File: src/rtl/cs_add_sequencer.sv
// rtl/cs_add_sequencer.sv - multi-precision adder sequencing 16-bit slices through one carry-skip adder
// Wide add done LS slice first over NCHUNK cycles, with a registered carry between slices.

module carry_skip_16bit (
  input  logic [15:0] a,
  input  logic [15:0] b,
  input  logic        cin,
  output logic [15:0] sum,
  output logic        cout
);
  logic [15:0] p;
  logic [15:0] g;
  logic [4:0]  blk_c;
  logic [4:0]  rc;

  assign p = a ^ b;
  assign g = a & b;

  // Four 4-bit ripple blocks; a block whose bits all propagate passes its carry-in straight on.
  always_comb begin
    blk_c    = '0;
    rc       = '0;
    sum      = '0;
    blk_c[0] = cin;
    for (int blk = 0; blk < 4; blk++) begin
      rc[0] = blk_c[blk];
      for (int i = 0; i < 4; i++) begin
        sum[4*blk+i] = p[4*blk+i] ^ rc[i];
        rc[i+1]      = g[4*blk+i] | (p[4*blk+i] & rc[i]);
      end
      blk_c[blk+1] = (&p[4*blk +: 4]) ? blk_c[blk] : rc[4];
    end
    cout = blk_c[4];
  end
endmodule

module cs_add_sequencer #(
  parameter int NCHUNK = 4
) (
  input  logic                 clk,
  input  logic                 rst,
  input  logic                 in_valid,
  output logic                 in_ready,
  input  logic [16*NCHUNK-1:0] in_a,
  input  logic [16*NCHUNK-1:0] in_b,
  input  logic                 in_cin,
  output logic                 out_valid,
  input  logic                 out_ready,
  output logic [16*NCHUNK-1:0] out_sum,
  output logic                 out_cout,
  output logic                 out_ovf,
  output logic                 busy
);
  localparam int W  = 16 * NCHUNK;
  localparam int IW = (NCHUNK > 1) ? $clog2(NCHUNK) : 1;

  typedef enum logic [1:0] {IDLE, RUN, DONE} state_t;

  state_t        state;
  logic [IW-1:0] idx;
  logic [W-1:0]  a_reg;
  logic [W-1:0]  b_reg;
  logic [W-1:0]  sum_reg;
  logic          carry;
  logic          cout_reg;
  logic          ovf_reg;
  logic [15:0]   slice_sum;
  logic          slice_cout;

  carry_skip_16bit u_adder (
    .a    (a_reg[16*idx +: 16]),
    .b    (b_reg[16*idx +: 16]),
    .cin  (carry),
    .sum  (slice_sum),
    .cout (slice_cout)
  );

  always_ff @(posedge clk or posedge rst) begin
    if (rst) begin
      state    <= IDLE;
      idx      <= '0;
      a_reg    <= '0;
      b_reg    <= '0;
      sum_reg  <= '0;
      carry    <= 1'b0;
      cout_reg <= 1'b0;
      ovf_reg  <= 1'b0;
    end else begin
      case (state)
        IDLE: begin
          if (in_valid) begin
            a_reg <= in_a;
            b_reg <= in_b;
            carry <= in_cin;
            idx   <= '0;
            state <= RUN;
          end
        end
        RUN: begin
          sum_reg[16*idx +: 16] <= slice_sum;
          carry                 <= slice_cout;
          if (idx == IW'(NCHUNK - 1)) begin
            cout_reg <= slice_cout;
            // slice_sum[15] is result bit W-1, so this recovers the carry into the MSB
            ovf_reg  <= a_reg[W-1] ^ b_reg[W-1] ^ slice_sum[15] ^ slice_cout;
            state    <= DONE;
          end else begin
            idx <= idx + 1'b1;
          end
        end
        DONE: begin
          if (out_ready) state <= IDLE;
        end
        default: state <= IDLE;
      endcase
    end
  end

  assign in_ready  = (state == IDLE);
  assign out_valid = (state == DONE);
  assign busy      = (state != IDLE);
  assign out_sum   = sum_reg;
  assign out_cout  = cout_reg;
  assign out_ovf   = ovf_reg;
endmodule

File: config.mk
export PLATFORM = sky130hd
export DESIGN_NAME = cs_add_sequencer
export DESIGN_NICKNAME = d
export VERILOG_FILES = /design/src/rtl/cs_add_sequencer.sv
export SDC_FILE = /design/constraint.sdc
export NUM_CORES = 1
export LEC_CHECK = 0
export CAP_MARGIN = 10
export CORE_ASPECT_RATIO = 1.4
export CORE_MARGIN = 2
export CORE_UTILIZATION = 53
export CTS_CLUSTER_SIZE = 28
export DETAILED_ROUTE_END_ITERATION = 8
export PLACE_DENSITY_LB_ADDON = 0.2
export SLEW_MARGIN = 20
export SYNTH_ARGS = -nofsm -noshare
export SYNTH_HDL_FRONTEND = slang
export SYNTH_SLANG_ARGS = --single-unit
File: constraint.sdc
create_clock -name clk -period 15.2 [get_ports clk]
set_input_delay 3.04 -clock clk [delete_from_list [all_inputs] [get_ports clk]]
set_output_delay 3.04 -clock clk [all_outputs]
set_load 0.1 [all_outputs]
==> metrics.md <==
| Metric | Value |
|---|---|
| Die area | `roughly 18000 µm²` |
| Register area share after synthesis | `55.08%` |
| Detail Route Antenna Nets | `0` |
| Setup-failing EPs final | `0` |
| Layout cells sized above 1 | `24.30%` |
| Slew HR | `34.68%` |
| WL per Instance | `around 19 µm` |
| First-pass DRT Iterations | `4` |
| Buffers and inverters on the worst path | `5` |
| Mapped Nets | `~820` |
| CP max FO | `39` |
| Final net count | `1015` |
| Hold Path Class | `register to register` |
| Die Width | `~110 µm` |
| Critical path launch point type | `register` |
| Syn_area_per_cell | `13.85 µm²` |
| Crit path top cell by count | `fa_1` |
| Area growth syn-to-layout | `29.75%` |
| Gates resized, CTS repair | `0` |
| Post-CTS setup buffers | `0` |
| Synth Area in Adders | `6.587%` |
| Drt via density | `~5.5` |
| PortBufs | `201` |
| Hold Buf Count CTS | `0` |
| Largest net degree at the start of global routing | `113` |
| Fin crit period | `between 9 and 10 ns` |
| Clock Path Buffers | `2` |
| Post-Route WL | `~21000 µm` |
| Clock root buffer | `clkbuf_16` |
| # diodes | `0` |
| Final Hold Fails | `0` |
| Max-slew violations | `0` |
| CTS tree | `done` |
| WS Path Type | `register to register` |
| Critical path's largest stage delay | `0.57 ns` |
| Worst path slowest cell | `buf_4` |
| Simple-gate share of the synthesized area | `under 10%` |
| Fmax | `107.3 MHz` |
| Multi-input gate area | `3706 µm²` |
| Setup crit end kind | `register` |
| Initial DRC count | `413` |
| Die Ht | `158.5 µm` |
| Worst Path Required | `15.51 ns` |
| Top delay family on crit path | `adder cells` |
| GRT Overall Usage | `23.73%` |
| Final Util | `70.05%` |
| Max-cap check violation count | `0` |
| Most common cell after layout, fill and taps aside | `clkdlybuf4s50_1` |
| Core ar. | `16750 µm²` |
| Most frequent cells in the layout | `clkdlybuf4s50_1, dfrtp_1, mux2_2` |
| Via count | `5861` |
| CP Data Arrival Time | `9.62 ns` |
| RSZ-0062 raised after global routing | `no` |
| Initial Util | `53.99%` |
| Std cell rows | `56` |
| Fin Clk Skew | `just under 0.007 ns` |
| Cell Area, Synth | `9041 µm²` |
| Routability cong. | `roughly 0.79` |
| Crit share post-route | `61.31%` |
| Yosys warns | `0` |
| Fill cells | `1191` |
| Number of global-route vias before repair | `6270` |
| IO Pins | `202` |
| H-tree levels | `4` |
| Worst-Skew Late Latency | `0.43 ns` |
| Main combinational cell family by area after synthesis | `multiplexers` |
| Xor/xnor share of the synthesized area | `0.1937%` |
| Global-route wire length before repair | `32710 µm` |
| Antenna violations before repair | `0` |
| Total CTS buffers | `17` |
| Setup TNS | `0 ns` |
| Post-synthesis mux area share | `between 20% and 30%` |
| Worst slew pin tran | `0.9767 ns` |
| Register Area | `4982 µm²` |
| # DRC | `0` |
| Clock slew at reported path FFs | `approximately 0.070 ns` |
| Distinct cells, synth | `36` |
| Hpwl dp | `15280 µm` |
| Clk sinks | `199` |
| Status | `completed` |
| Global route total overflow | `0` |
| Synth Area in Compound Gates | `5.065%` |
| Post-Syn Instances | `653` |
| #FFs+latches synth | `199` |
## routing by layer
metal,track usage (%),wire (µm),vias up
met1,29.29,8211,3004
met4,6.039,221,0
met3,4.987,977,15
li1,-,-,2651
met5,0,0,-
met2,42.52,11130,191
## cells by family after synthesis
kind of cell	count (synthesis)
AOI/OAI and AO/OA	79
xor gates and xnor gates	2
adders and majority gates	38
buffers and inverters	73
DFF	199
muxes	163
and+or+nand+nor	99
## area by class of cell
cell class,count,share of cell area [%]
Multi-Input combinational cell,381,31.59
Inverter,40,1.344
Timing Repair Buffer,205,17.44
Tap cell,203,2.165
Clock buffer,25,4.224
Sequential cell,199,42.47
Clock inverter,6,0.7679
## worst paths after layout
path | startpoint | depth (start not counted) | slack (ns) | to
worst max-delay path | idx[0] | 31 | 5.88 | out_ovf
worst min-delay path | out_sum[27] | 2 | 0.49 | out_sum[27]
worst max register to register | idx[0] | 31 | 5.88 | out_ovf
worst min register to register | out_sum[27] | 2 | 0.49 | out_sum[27]
max in group asynchronous | rst | 3 | 10.77 | idx[0]
min in group asynchronous | rst | 2 | 3.14 | out_sum[49]
## per-stage QoR
stage                     hold WS [ns]  worst slack, ns  area, µm²  cells
after global routing            0.5119            5.370      11730   1059
after detailed placement        0.4727            5.887      11140   1028
after floorplan                 0.4751            6.603       9041    653
after global placement          0.4620            6.142      11140   1028
after CTS                       0.4873            5.870      11730   1059
final                           0.4867            5.881      11730   1059
## worst reg2reg max path, delay by kind of cell (launching register included)
kind | cells | cell delay, ns
xor+xnor | 1 | 0.16
fa+ha+maj | 16 | 6.15
flops | 1 | 0.34
simple gates | 5 | 0.65
buf+inv | 5 | 0.90
compound gates | 2 | 0.44
mux | 2 | 0.55
## cells in the mapped netlist
library cell  number  share of area [%]
mux2_2           129                 16
inv_1             40                1.7
a41oi_1            1              0.097
ha_1              22                3.0
and4b_1            1               0.11
a21oi_1            3               0.17
nor4b_1            1              0.097
nand3_1            1              0.055
o21ai_2           10               0.97
or4_4              1               0.12
buf_4             15                1.2
buf_6              3               0.37
a2111o_1           1               0.12
nor2b_1            1              0.069
o21bai_1           1              0.083
clkbuf_1          10               0.42
dfrtp_1          199                 55
nand2_1           72                3.0
a22o_1             2               0.19
nand4_1            8               0.55
o21ai_0           59                3.3
or2_1              1              0.069
mux2i_1            2               0.22
a22oi_1            1              0.083
a211oi_1           1              0.083
nor2_1             7               0.29
buf_1              1              0.041
and2_1             1              0.069
buf_2              4               0.22
nand2b_1           2               0.14
and2b_1            1              0.083
mux4_2            32                8.0
fa_1              16                3.5
nand2_4            1               0.12
xnor2_1            2               0.19
nand3b_1           1              0.083
Power is left out: the tool's default activity adds up to more than one toggle a clock period on the data nets, which glitch-free logic cannot reach.
